File: src/rtl/gpio_debounce_if.sv
// ============================================================================
//  Module      : gpio_debounce_if
//  Description : Wishbone classic slave bundle for the gpio_debounce block.
//  Revision    : 1.0 - initial release
// ============================================================================
`timescale 1ns/1ps
`default_nettype none

interface gpio_debounce_if;
    logic [7:0] wb_adr_i;
    logic [7:0] wb_dat_i;
    logic       wb_we_i;
    logic       wb_cyc_i;
    logic       wb_stb_i;
    logic [2:0] wb_cti_i;
    logic [1:0] wb_bte_i;
    logic [7:0] wb_dat_o;
    logic       wb_ack_o;
    logic       wb_err_o;
    logic       wb_rty_o;

    modport master (
        output wb_adr_i, wb_dat_i, wb_we_i, wb_cyc_i, wb_stb_i, wb_cti_i, wb_bte_i,
        input  wb_dat_o, wb_ack_o, wb_err_o, wb_rty_o
    );

    modport slave (
        input  wb_adr_i, wb_dat_i, wb_we_i, wb_cyc_i, wb_stb_i, wb_cti_i, wb_bte_i,
        output wb_dat_o, wb_ack_o, wb_err_o, wb_rty_o
    );
endinterface

`default_nettype wire

File: src/rtl/gpio_debounce.sv
// ============================================================================
//  Module      : gpio_debounce
//  Description : 8-bit pad synchroniser, tick-based debouncer, edge detector
//                and level interrupt with a small Wishbone register file.
//  Revision    : 1.0 - initial release
// ============================================================================
`timescale 1ns/1ps
`default_nettype none

module gpio_debounce #(
    parameter int PRESCALE       = 100,
    parameter int DEFAULT_THRESH = 4
) (
    input  logic                  wb_clk,
    input  logic                  wb_rst_n,
    gpio_debounce_if.slave        wb,
    input  logic [7:0]            pad_i,
    output logic [7:0]            gpio_db_o,
    output logic                  irq_o
);

    localparam logic [15:0] PRESCALE_MAX = 16'(PRESCALE - 1);
    localparam logic [7:0]  THRESH_RST   = 8'(DEFAULT_THRESH);

    localparam logic [7:0]  ADR_LEVEL    = 8'd0;
    localparam logic [7:0]  ADR_RISE_EN  = 8'd1;
    localparam logic [7:0]  ADR_FALL_EN  = 8'd2;
    localparam logic [7:0]  ADR_PENDING  = 8'd3;
    localparam logic [7:0]  ADR_THRESH   = 8'd4;

    logic [7:0]  sync_meta;
    logic [7:0]  sync;
    logic [15:0] presc_cnt;
    logic        tick;
    logic [7:0]  db;
    logic [7:0]  db_q;
    logic [7:0]  edge_evt;
    logic [7:0]  pending;
    logic [7:0]  rise_en;
    logic [7:0]  fall_en;
    logic [7:0]  thresh;
    logic        ack;
    logic [7:0]  dat_out;
    logic [7:0]  rd_data;

    logic        bus_req;
    logic        bus_wr;
    logic        wr_rise_en;
    logic        wr_fall_en;
    logic        wr_pending;
    logic        wr_thresh;
    logic [7:0]  w1c_mask;
    logic [7:0]  rise;
    logic [7:0]  fall;
    logic        unused_bus_bits;

    assign unused_bus_bits = ^{wb.wb_cti_i, wb.wb_bte_i};

    // ------------------------------------------------------------------
    // Bus decode
    // ------------------------------------------------------------------
    assign bus_req    = wb.wb_cyc_i & wb.wb_stb_i;
    assign bus_wr     = bus_req & wb.wb_we_i;
    assign wr_rise_en = bus_wr & (wb.wb_adr_i == ADR_RISE_EN);
    assign wr_fall_en = bus_wr & (wb.wb_adr_i == ADR_FALL_EN);
    assign wr_pending = bus_wr & (wb.wb_adr_i == ADR_PENDING);
    assign wr_thresh  = bus_wr & (wb.wb_adr_i == ADR_THRESH);
    assign w1c_mask   = wr_pending ? wb.wb_dat_i : 8'h00;

    // ------------------------------------------------------------------
    // Pad synchroniser
    // ------------------------------------------------------------------
    always_ff @(posedge wb_clk or negedge wb_rst_n) begin
        if (!wb_rst_n) begin
            sync_meta <= 8'h00;
            sync      <= 8'h00;
        end else begin
            sync_meta <= pad_i;
            sync      <= sync_meta;
        end
    end

    // ------------------------------------------------------------------
    // Debounce tick prescaler
    // ------------------------------------------------------------------
    assign tick = (presc_cnt == PRESCALE_MAX);

    always_ff @(posedge wb_clk or negedge wb_rst_n) begin
        if (!wb_rst_n) begin
            presc_cnt <= 16'd0;
        end else if (tick) begin
            presc_cnt <= 16'd0;
        end else begin
            presc_cnt <= presc_cnt + 16'd1;
        end
    end

    // ------------------------------------------------------------------
    // Per-bit debounce filter
    // ------------------------------------------------------------------
    for (genvar b = 0; b < 8; b++) begin : g_bit
        logic [7:0] cnt;
        logic [8:0] cnt_inc;
        logic       db_bit;

        assign cnt_inc = {1'b0, cnt} + 9'd1;
        assign db[b]   = db_bit;

        // A threshold write only restarts filtering; the level is kept.
        always_ff @(posedge wb_clk or negedge wb_rst_n) begin
            if (!wb_rst_n) begin
                cnt    <= 8'd0;
                db_bit <= 1'b0;
            end else if (wr_thresh) begin
                cnt    <= 8'd0;
            end else if (thresh == 8'd0) begin
                cnt    <= 8'd0;
                db_bit <= sync[b];
            end else if (sync[b] == db_bit) begin
                cnt    <= 8'd0;
            end else if (tick) begin
                if (cnt_inc == {1'b0, thresh}) begin
                    db_bit <= sync[b];
                    cnt    <= 8'd0;
                end else if (cnt != 8'hFF) begin
                    cnt    <= cnt_inc[7:0];
                end
            end
        end
    end

    assign gpio_db_o = db;

    // ------------------------------------------------------------------
    // Edge detection and pending flags
    // ------------------------------------------------------------------
    assign rise = db & ~db_q & rise_en;
    assign fall = ~db & db_q & fall_en;

    // Edge events are registered once before landing in pending, so a
    // debounced change shows up on irq two cycles later.
    always_ff @(posedge wb_clk or negedge wb_rst_n) begin
        if (!wb_rst_n) begin
            db_q     <= 8'h00;
            edge_evt <= 8'h00;
            pending  <= 8'h00;
        end else begin
            db_q     <= db;
            edge_evt <= rise | fall;
            pending  <= (pending & ~w1c_mask) | edge_evt;
        end
    end

    assign irq_o = |pending;

    // ------------------------------------------------------------------
    // Control registers
    // ------------------------------------------------------------------
    always_ff @(posedge wb_clk or negedge wb_rst_n) begin
        if (!wb_rst_n) begin
            rise_en <= 8'h00;
            fall_en <= 8'h00;
            thresh  <= THRESH_RST;
        end else begin
            if (wr_rise_en) begin
                rise_en <= wb.wb_dat_i;
            end
            if (wr_fall_en) begin
                fall_en <= wb.wb_dat_i;
            end
            if (wr_thresh) begin
                thresh  <= wb.wb_dat_i;
            end
        end
    end

    // ------------------------------------------------------------------
    // Read path and acknowledge
    // ------------------------------------------------------------------
    always_comb begin
        rd_data = 8'h00;
        case (wb.wb_adr_i)
            ADR_LEVEL:   rd_data = db;
            ADR_RISE_EN: rd_data = rise_en;
            ADR_FALL_EN: rd_data = fall_en;
            ADR_PENDING: rd_data = pending;
            ADR_THRESH:  rd_data = thresh;
            default:     rd_data = 8'h00;
        endcase
    end

    // Ack drops after every beat, so a held strobe is served every other cycle.
    always_ff @(posedge wb_clk or negedge wb_rst_n) begin
        if (!wb_rst_n) begin
            ack     <= 1'b0;
            dat_out <= 8'h00;
        end else begin
            ack     <= bus_req & ~ack;
            dat_out <= rd_data;
        end
    end

    assign wb.wb_ack_o = ack;
    assign wb.wb_dat_o = dat_out;
    assign wb.wb_err_o = 1'b0;
    assign wb.wb_rty_o = 1'b0;

endmodule

`default_nettype wire

File: src/flat_wrapper.sv
// flat-port wrapper written by rule: the top's interface ports become plain ports
module gpio_debounce_flat 
#(
    parameter int PRESCALE       = 100,
    parameter int DEFAULT_THRESH = 4
)
  (wb_clk, wb_rst_n, pad_i, gpio_db_o, irq_o, wb_wb_adr_i, wb_wb_dat_i, wb_wb_we_i, wb_wb_cyc_i, wb_wb_stb_i, wb_wb_cti_i, wb_wb_bte_i, wb_wb_dat_o, wb_wb_ack_o, wb_wb_err_o, wb_wb_rty_o);
  gpio_debounce_if wb_i ();
  input  logic wb_clk;
  input  logic wb_rst_n;
  input  logic [7:0] pad_i;
  output logic [7:0] gpio_db_o;
  output logic irq_o;
  input wire logic [$bits(wb_i.wb_adr_i)-1:0] wb_wb_adr_i;
  input wire logic [$bits(wb_i.wb_dat_i)-1:0] wb_wb_dat_i;
  input wire logic [$bits(wb_i.wb_we_i)-1:0] wb_wb_we_i;
  input wire logic [$bits(wb_i.wb_cyc_i)-1:0] wb_wb_cyc_i;
  input wire logic [$bits(wb_i.wb_stb_i)-1:0] wb_wb_stb_i;
  input wire logic [$bits(wb_i.wb_cti_i)-1:0] wb_wb_cti_i;
  input wire logic [$bits(wb_i.wb_bte_i)-1:0] wb_wb_bte_i;
  output wire logic [$bits(wb_i.wb_dat_o)-1:0] wb_wb_dat_o;
  output wire logic [$bits(wb_i.wb_ack_o)-1:0] wb_wb_ack_o;
  output wire logic [$bits(wb_i.wb_err_o)-1:0] wb_wb_err_o;
  output wire logic [$bits(wb_i.wb_rty_o)-1:0] wb_wb_rty_o;
  assign wb_i.wb_adr_i = wb_wb_adr_i;
  assign wb_i.wb_dat_i = wb_wb_dat_i;
  assign wb_i.wb_we_i = wb_wb_we_i;
  assign wb_i.wb_cyc_i = wb_wb_cyc_i;
  assign wb_i.wb_stb_i = wb_wb_stb_i;
  assign wb_i.wb_cti_i = wb_wb_cti_i;
  assign wb_i.wb_bte_i = wb_wb_bte_i;
  assign wb_wb_dat_o = wb_i.wb_dat_o;
  assign wb_wb_ack_o = wb_i.wb_ack_o;
  assign wb_wb_err_o = wb_i.wb_err_o;
  assign wb_wb_rty_o = wb_i.wb_rty_o;
  gpio_debounce #(.PRESCALE(PRESCALE), .DEFAULT_THRESH(DEFAULT_THRESH)) u_core (.wb_clk(wb_clk), .wb_rst_n(wb_rst_n), .wb(wb_i), .pad_i(pad_i), .gpio_db_o(gpio_db_o), .irq_o(irq_o));
endmodule
File: config.mk
export PLATFORM = sky130hd
export DESIGN_NAME = gpio_debounce_flat
export DESIGN_NICKNAME = d
export VERILOG_FILES = /design/src/rtl/gpio_debounce_if.sv /design/src/rtl/gpio_debounce.sv /design/src/flat_wrapper.sv
export SDC_FILE = /design/constraint.sdc
export NUM_CORES = 1
export LEC_CHECK = 0
export ABC_AREA = 1
export ABC_CLOCK_PERIOD_IN_PS = 2400
export BUFFER_PORTS_ARGS = -buffer_cell sky130_fd_sc_hd__buf_2
export CAP_MARGIN = 20
export CORE_AREA = 8 8 203 205
export CTS_CLUSTER_SIZE = 24
export DETAILED_ROUTE_END_ITERATION = 8
export DIE_AREA = 0 0 211 213
export GPL_ROUTABILITY_DRIVEN = 0
export SETUP_SLACK_MARGIN = 0.15
export SLEW_MARGIN = 25
export SYNTH_ARGS = -nofsm -noshare
export SYNTH_HDL_FRONTEND = slang
export SYNTH_SLANG_ARGS = --single-unit
File: constraint.sdc
create_clock -name wb_clk -period 2.4 [get_ports wb_clk]
set_input_delay 0.24 -clock wb_clk [delete_from_list [all_inputs] [get_ports wb_clk]]
set_output_delay 0.24 -clock wb_clk [all_outputs]
set_load 0.02 [all_outputs]
---- Word level (Yosys, flattened, before mapping) ----
Index checks and enable logic that the tools add are counted.
word-level totals
  register bits ........................... 161
  input port bits ......................... 34
  output and inout bits ................... 20
operators by class
  add/sub/neg operators ................... 9
  equality and inequality tests ........... 37
  mux-type cells .......................... 83
  bitwise logic cells ..................... 19
  reductions and logical operators ........ 44
operators by type and width
  kind                                             count
  two-way mux 8 bit                                49
  adder 8 x 1 -> 9 bit (second input constant)     8
  == test 9 x 8 -> 1 bit                           8
  != test 8 bit (second input constant)            8
  bitwise AND 8 bit                                5
  case mux 8 bit (5 select lines)                  1
  nonzero test 5 bit                               8
  two-way mux 1 bit                                32
  AND reduction 4 bit                              8
  nonzero test 4 bit                               8
  NOT 8 bit                                        3
  nonzero test 2 bit                               9
  adder 16 x 1 -> 16 bit (second input constant)   1
  == test 16 x 7 -> 1 bit (second input constant)  1
  == test 8 x 2 -> 1 bit (second input constant)   2
  logical NOT 8 bit                                2
  two-way mux 16 bit                               1
  bitwise OR 8 bit                                 2
  AND reduction 2 bit                              8
  == test 1 bit                                    8
  == test 8 x 1 -> 1 bit (second input constant)   1
  == test 8 x 3 -> 1 bit (second input constant)   1
  != test 2 x 1 -> 1 bit (second input constant)   4
  != test 2 bit (second input constant)            4
  3 further kinds                                  10

---- Logic depth before layout (Yosys ltp) ----
  depth after elaboration ................. 7
  depth in mapped cells ................... 15
  gate-level depth less buffers ........... 15

---- Worst setup path before layout ----
Ideal clock, no wire load.
  kind .................................... register -> register
  from .................................... register u_core.thresh[2]
  to ...................................... register u_core.g_bit[2].cnt[2]
  library setup time ...................... 80 ps
  arrival ................................. 1,610 ps
  data required time ...................... 2,320 ps
  slack ................................... 710 ps
  cell stages (with the launch flop) ...... 12
  path buffers ............................ 1
  period minus slack after synthesis ...... 1,690 ps
  cell sequence ........................... dfstp_2 buf_4 inv_2 nand4_1 nor2_1 clkinv_2 nand2_4 inv_4 nand2_2 a21oi_1 inv_2 o22ai_2
between the ends
  word-level cells in the longest chain between the ends .. 6
  elaborated cells between the ends (all ways) .. 10
ends and longest elaborated chain
  element                   line                  source
  start: declaration        gpio_debounce.sv:41   logic [7:0] thresh;
  start signal: assignment  gpio_debounce.sv:172  thresh <= wb.wb_dat_i;
  == test 9 x 8 -> 1 bit    gpio_debounce.sv:122  if (cnt_inc == {1'b0, thresh}) begin
  two-way mux 8 bit         gpio_debounce.sv:122
  two-way mux 8 bit         gpio_debounce.sv:121  end else if (tick) begin
  two-way mux 8 bit         gpio_debounce.sv:119  end else if (sync[b] == db_bit) begin
  two-way mux 8 bit         gpio_debounce.sv:116  end else if (thresh == 8'd0) begin
  two-way mux 8 bit         gpio_debounce.sv:114  end else if (wr_thresh) begin
  end signal: assignment    gpio_debounce.sv:126  cnt <= cnt_inc[7:0];
  end: declaration          gpio_debounce.sv:102  logic [7:0] cnt;
Several ways; a longest one is shown, not always the timed one. The select of a mux whose other input is x is not followed.
A chain may end at the register's enable or synchronous reset.

---- Final worst setup path ----
  from .................................... register u_core.presc_cnt[0]
  to ...................................... register u_core.g_bit[5].cnt[0]
between the ends
  word-level cells in the longest chain between the ends .. 3
ends and longest elaborated chain
  element                               line                  source
  start: declaration                    gpio_debounce.sv:33   logic [15:0] presc_cnt;
  start signal: assignment              gpio_debounce.sv:94   presc_cnt <= presc_cnt + 16'd1;
  == test 16 x 7 -> 1 bit               gpio_debounce.sv:86   assign tick = (presc_cnt == PRESCALE_MAX);
  nonzero test 4 bit (no source line)   n/a
  AND reduction 2 bit (no source line)  n/a
  end signal: assignment                gpio_debounce.sv:126
  end: declaration                      gpio_debounce.sv:102
No other way between the ends.

==> results.md <==
- Status: finished clean
- #FFs+latches synth: 161
- Total GRT Usage: 0.117
- Largest net degree at the start of global routing: 65
- F_max: roughly 490 MHz
- Peak supply drop: about 0.00046 V
- Tmin final: roughly 2.0 ns
- DRT Pass-1 Iters: 5
- Die ar.: around 45000 sq um
- Die width: ~210 um
- Top fanout value on the critical path: 8
- Number of H-tree levels: 4
- Total negative slack: 0 ns
- CP Class: reg -> reg
- Max FFs per register: 64
- First-pass GRT wire length: roughly 42000 um
- Max-Cap Viols: 0
- CTS tree: done
- Starting Density: 0.246
- DP Worst Slack: 0.348 ns
- RSZ-0062 raised after global routing: false
- Final WS setup: approximately 0.36 ns
- Hold WS: 0.116 ns
- Inst Count DP: approximately 1900
- Vias per cell: approximately 4.5
- # rows: 72
- Via count: ~8500
- CTS Buffer Depth: 2
- Register area share after synthesis: 0.429
- Num Clock Sinks: approximately 160
- Port Buf Inserts: 46
- Initial antenna violation count: 0
- Post-route ant nets: 0
- Commonest non-fill, non-tap cells in the layout: nand2_1, dfrtp_1, inv_1, nand3_1, nor2_1
- Hold WC Path Type: in -> reg
- Root buffer cell: clkbuf_16
- Layout Nets: between 1000 and 1500
- Layout cells sized above 1: 0.138
- Core Footprint: between 30000 and 40000 sq um
- Fin. Hold Viols: 0
- Final cell count without fillers: 1905
- Synthesis Warnings: 0
- Wire per inst: ~13 um
- Startpoint Class: flop
- Leak: 5.10 nW
- Final WL: around 25000 um
- Syn Inst Count: ~1300
- Clock latency on the worst-skew pair: between 0.4 and 0.5 ns
- Largest register by flop count: u_core.g_bit.cnt
- Post-route DRC violation count: 0
- Largest regs: u_core.g_bit.cnt: 64 flops, u_core.presc_cnt: 16 flops
- Tcrit/Tclk final: 0.850
- Post_cts resized: 0
- Setup Buffers After CTS: 0
- DIE HEIGHT: ~210 um
- Unique cell type count in the Yosys netlist: 46
- Final Skew: around 0.014 ns
- CTS Buf Count: 17
- Post-synth design cell area: 9390 sq um
- Syn Area/Cell: roughly 7 sq um
- Diodes inserted: 0
- Number of global-route vias before repair: roughly 8400
- Setup crit end kind: flop
- Slew @ Worst Pin: slightly above 0.6 ns
- Endpoints failing setup: 0
- Pins Over Slew Limit: 0
- DR iter-0 viols: 628
- Worst R2R Setup Slack: 0.36 ns
- Dpl hpwl: 17900 um
- I/O pin cnt: 54
- Worst EP required: ~2.8 ns
- GR Overflow Total: 0
- Crit path DAT: roughly 2.4 ns
- Commonest non-fill, non-tap cell in the layout: nand2_1
- Power Density: about 570 nW/um^2
- Clock slew at reported path FFs: 0.08 ns
- Area grow syn2layout: 17.2%
- Slew headroom: 0.588
[cell families (layout without fill, tap and decap cells)]
logic type      count (synthesis)  after routing  share of synthesized area
simple gates                  794            794                      0.373
buf+inv                       184            268                     0.0817
flops                         161            161                      0.429
compound gates                135            135                     0.0873
xor+xnor                       18             18                     0.0168
fa+ha+maj                       9              9                     0.0120
other cells                     1              2                   0.000399
[final cells by class]
cell class / count / area (sq um)
Timing Repair Buffer: 76 / 514
Clock inverter: 15 / 183
Sequential cell: 161 / 4030
Tap cell: 518 / 648
Clock buffer: 17 / 425
Inverter: 160 / 606
Fill cell: 4109 / 27100
Multi-Input combinational cell: 958 / 4590
[metal layers]
layer | wire length (um) | up-vias | part of all wire | global-route usage
li1 | - | 4317 | - | -
met5 | 0 | - | 0 | 0
met2 | 11200 | 202 | 0.44 | 0.188
met4 | 762 | 0 | 0.030 | 0.0533
met1 | 12100 | 3968 | 0.48 | 0.154
met3 | 1150 | 56 | 0.046 | 0.0197
[power by group]
part	internal, W	switching [W]	leakage (nW)
clock network	0.00142	0.00138	0.294
logic	0.000166	0.000338	2.69
registers	0.00280	0.000110	2.12
[synthesized netlist by cell type (all sizes together)]
library cell / n / area share
or2: 3 / 0.0025
clkbuf: 6 / 0.0024
nand4: 36 / 0.025
conb: 1 / 0.00040
a211oi: 3 / 0.0024
o21ai: 95 / 0.055
dfstp: 1 / 0.0028
nor4: 5 / 0.0049
o21bai: 8 / 0.0064
and3: 1 / 0.00067
clkinv: 3 / 0.0015
dfrtp: 160 / 0.43
nand2: 485 / 0.20
ha: 9 / 0.012
nor2: 126 / 0.061
inv: 157 / 0.063
xor2: 9 / 0.0084
xnor2: 9 / 0.0084
buf: 18 / 0.015
nand3: 125 / 0.069
nor3: 12 / 0.0093
a21boi: 1 / 0.0020
a221oi: 3 / 0.0028
a21oi: 17 / 0.0099
o21a: 1 / 0.00080
a211o: 1 / 0.00093
o22ai: 5 / 0.0067
nor3b: 1 / 0.0013
o211ai: 1 / 0.00080
[worst max-delay path, stage by stage (launching register included)]
cell and delay (ns):
dfrtp_1 0.39, ha_1 0.24, inv_2 0.07, nor2_1 0.04, nand3_1 0.06, nor2_1 0.07, nand2_4 0.21, clkinv_2 0.21
nand2_2 0.13, inv_2 0.05, nor2_2 0.30, nor2_1 0.07, a21oi_1 0.12
[final timing paths]
kind | from | to | depth (start not counted)
max | u_core.presc_cnt[0] | u_core.g_bit[5].cnt[0] | 12
max reg2reg | u_core.presc_cnt[0] | u_core.g_bit[5].cnt[0] | 12
min | wb_wb_dat_i[7] | u_core.rise_en[7] | 3
max in group asynchronous | wb_rst_n | u_core.g_bit[0].cnt[5] | 3
min reg2reg | u_core.sync_meta[1] | u_core.sync[1] | 0
min in group asynchronous | wb_rst_n | u_core.presc_cnt[9] | 2
[repair_timing]
item / in CTS / in global routing
hold buffers: 11 / 0
endpoints found under the setup margin: 0 / 0
endpoints found under the hold margin: 55 / 0
[metrics by stage]
step           power, W  instance area (sq um)   util
4_1_cts         0.00630                  11000  0.289
2_1_floorplan   0.00326                   9390      -
3_5_place_dp    0.00346                  10300  0.270
5_1_grt         0.00647                  11000  0.289
3_3_place_gp    0.00346                  10300  0.270
6_report        0.00622                  11000  0.289
Note: power is estimated with default switching activity, not from simulation.
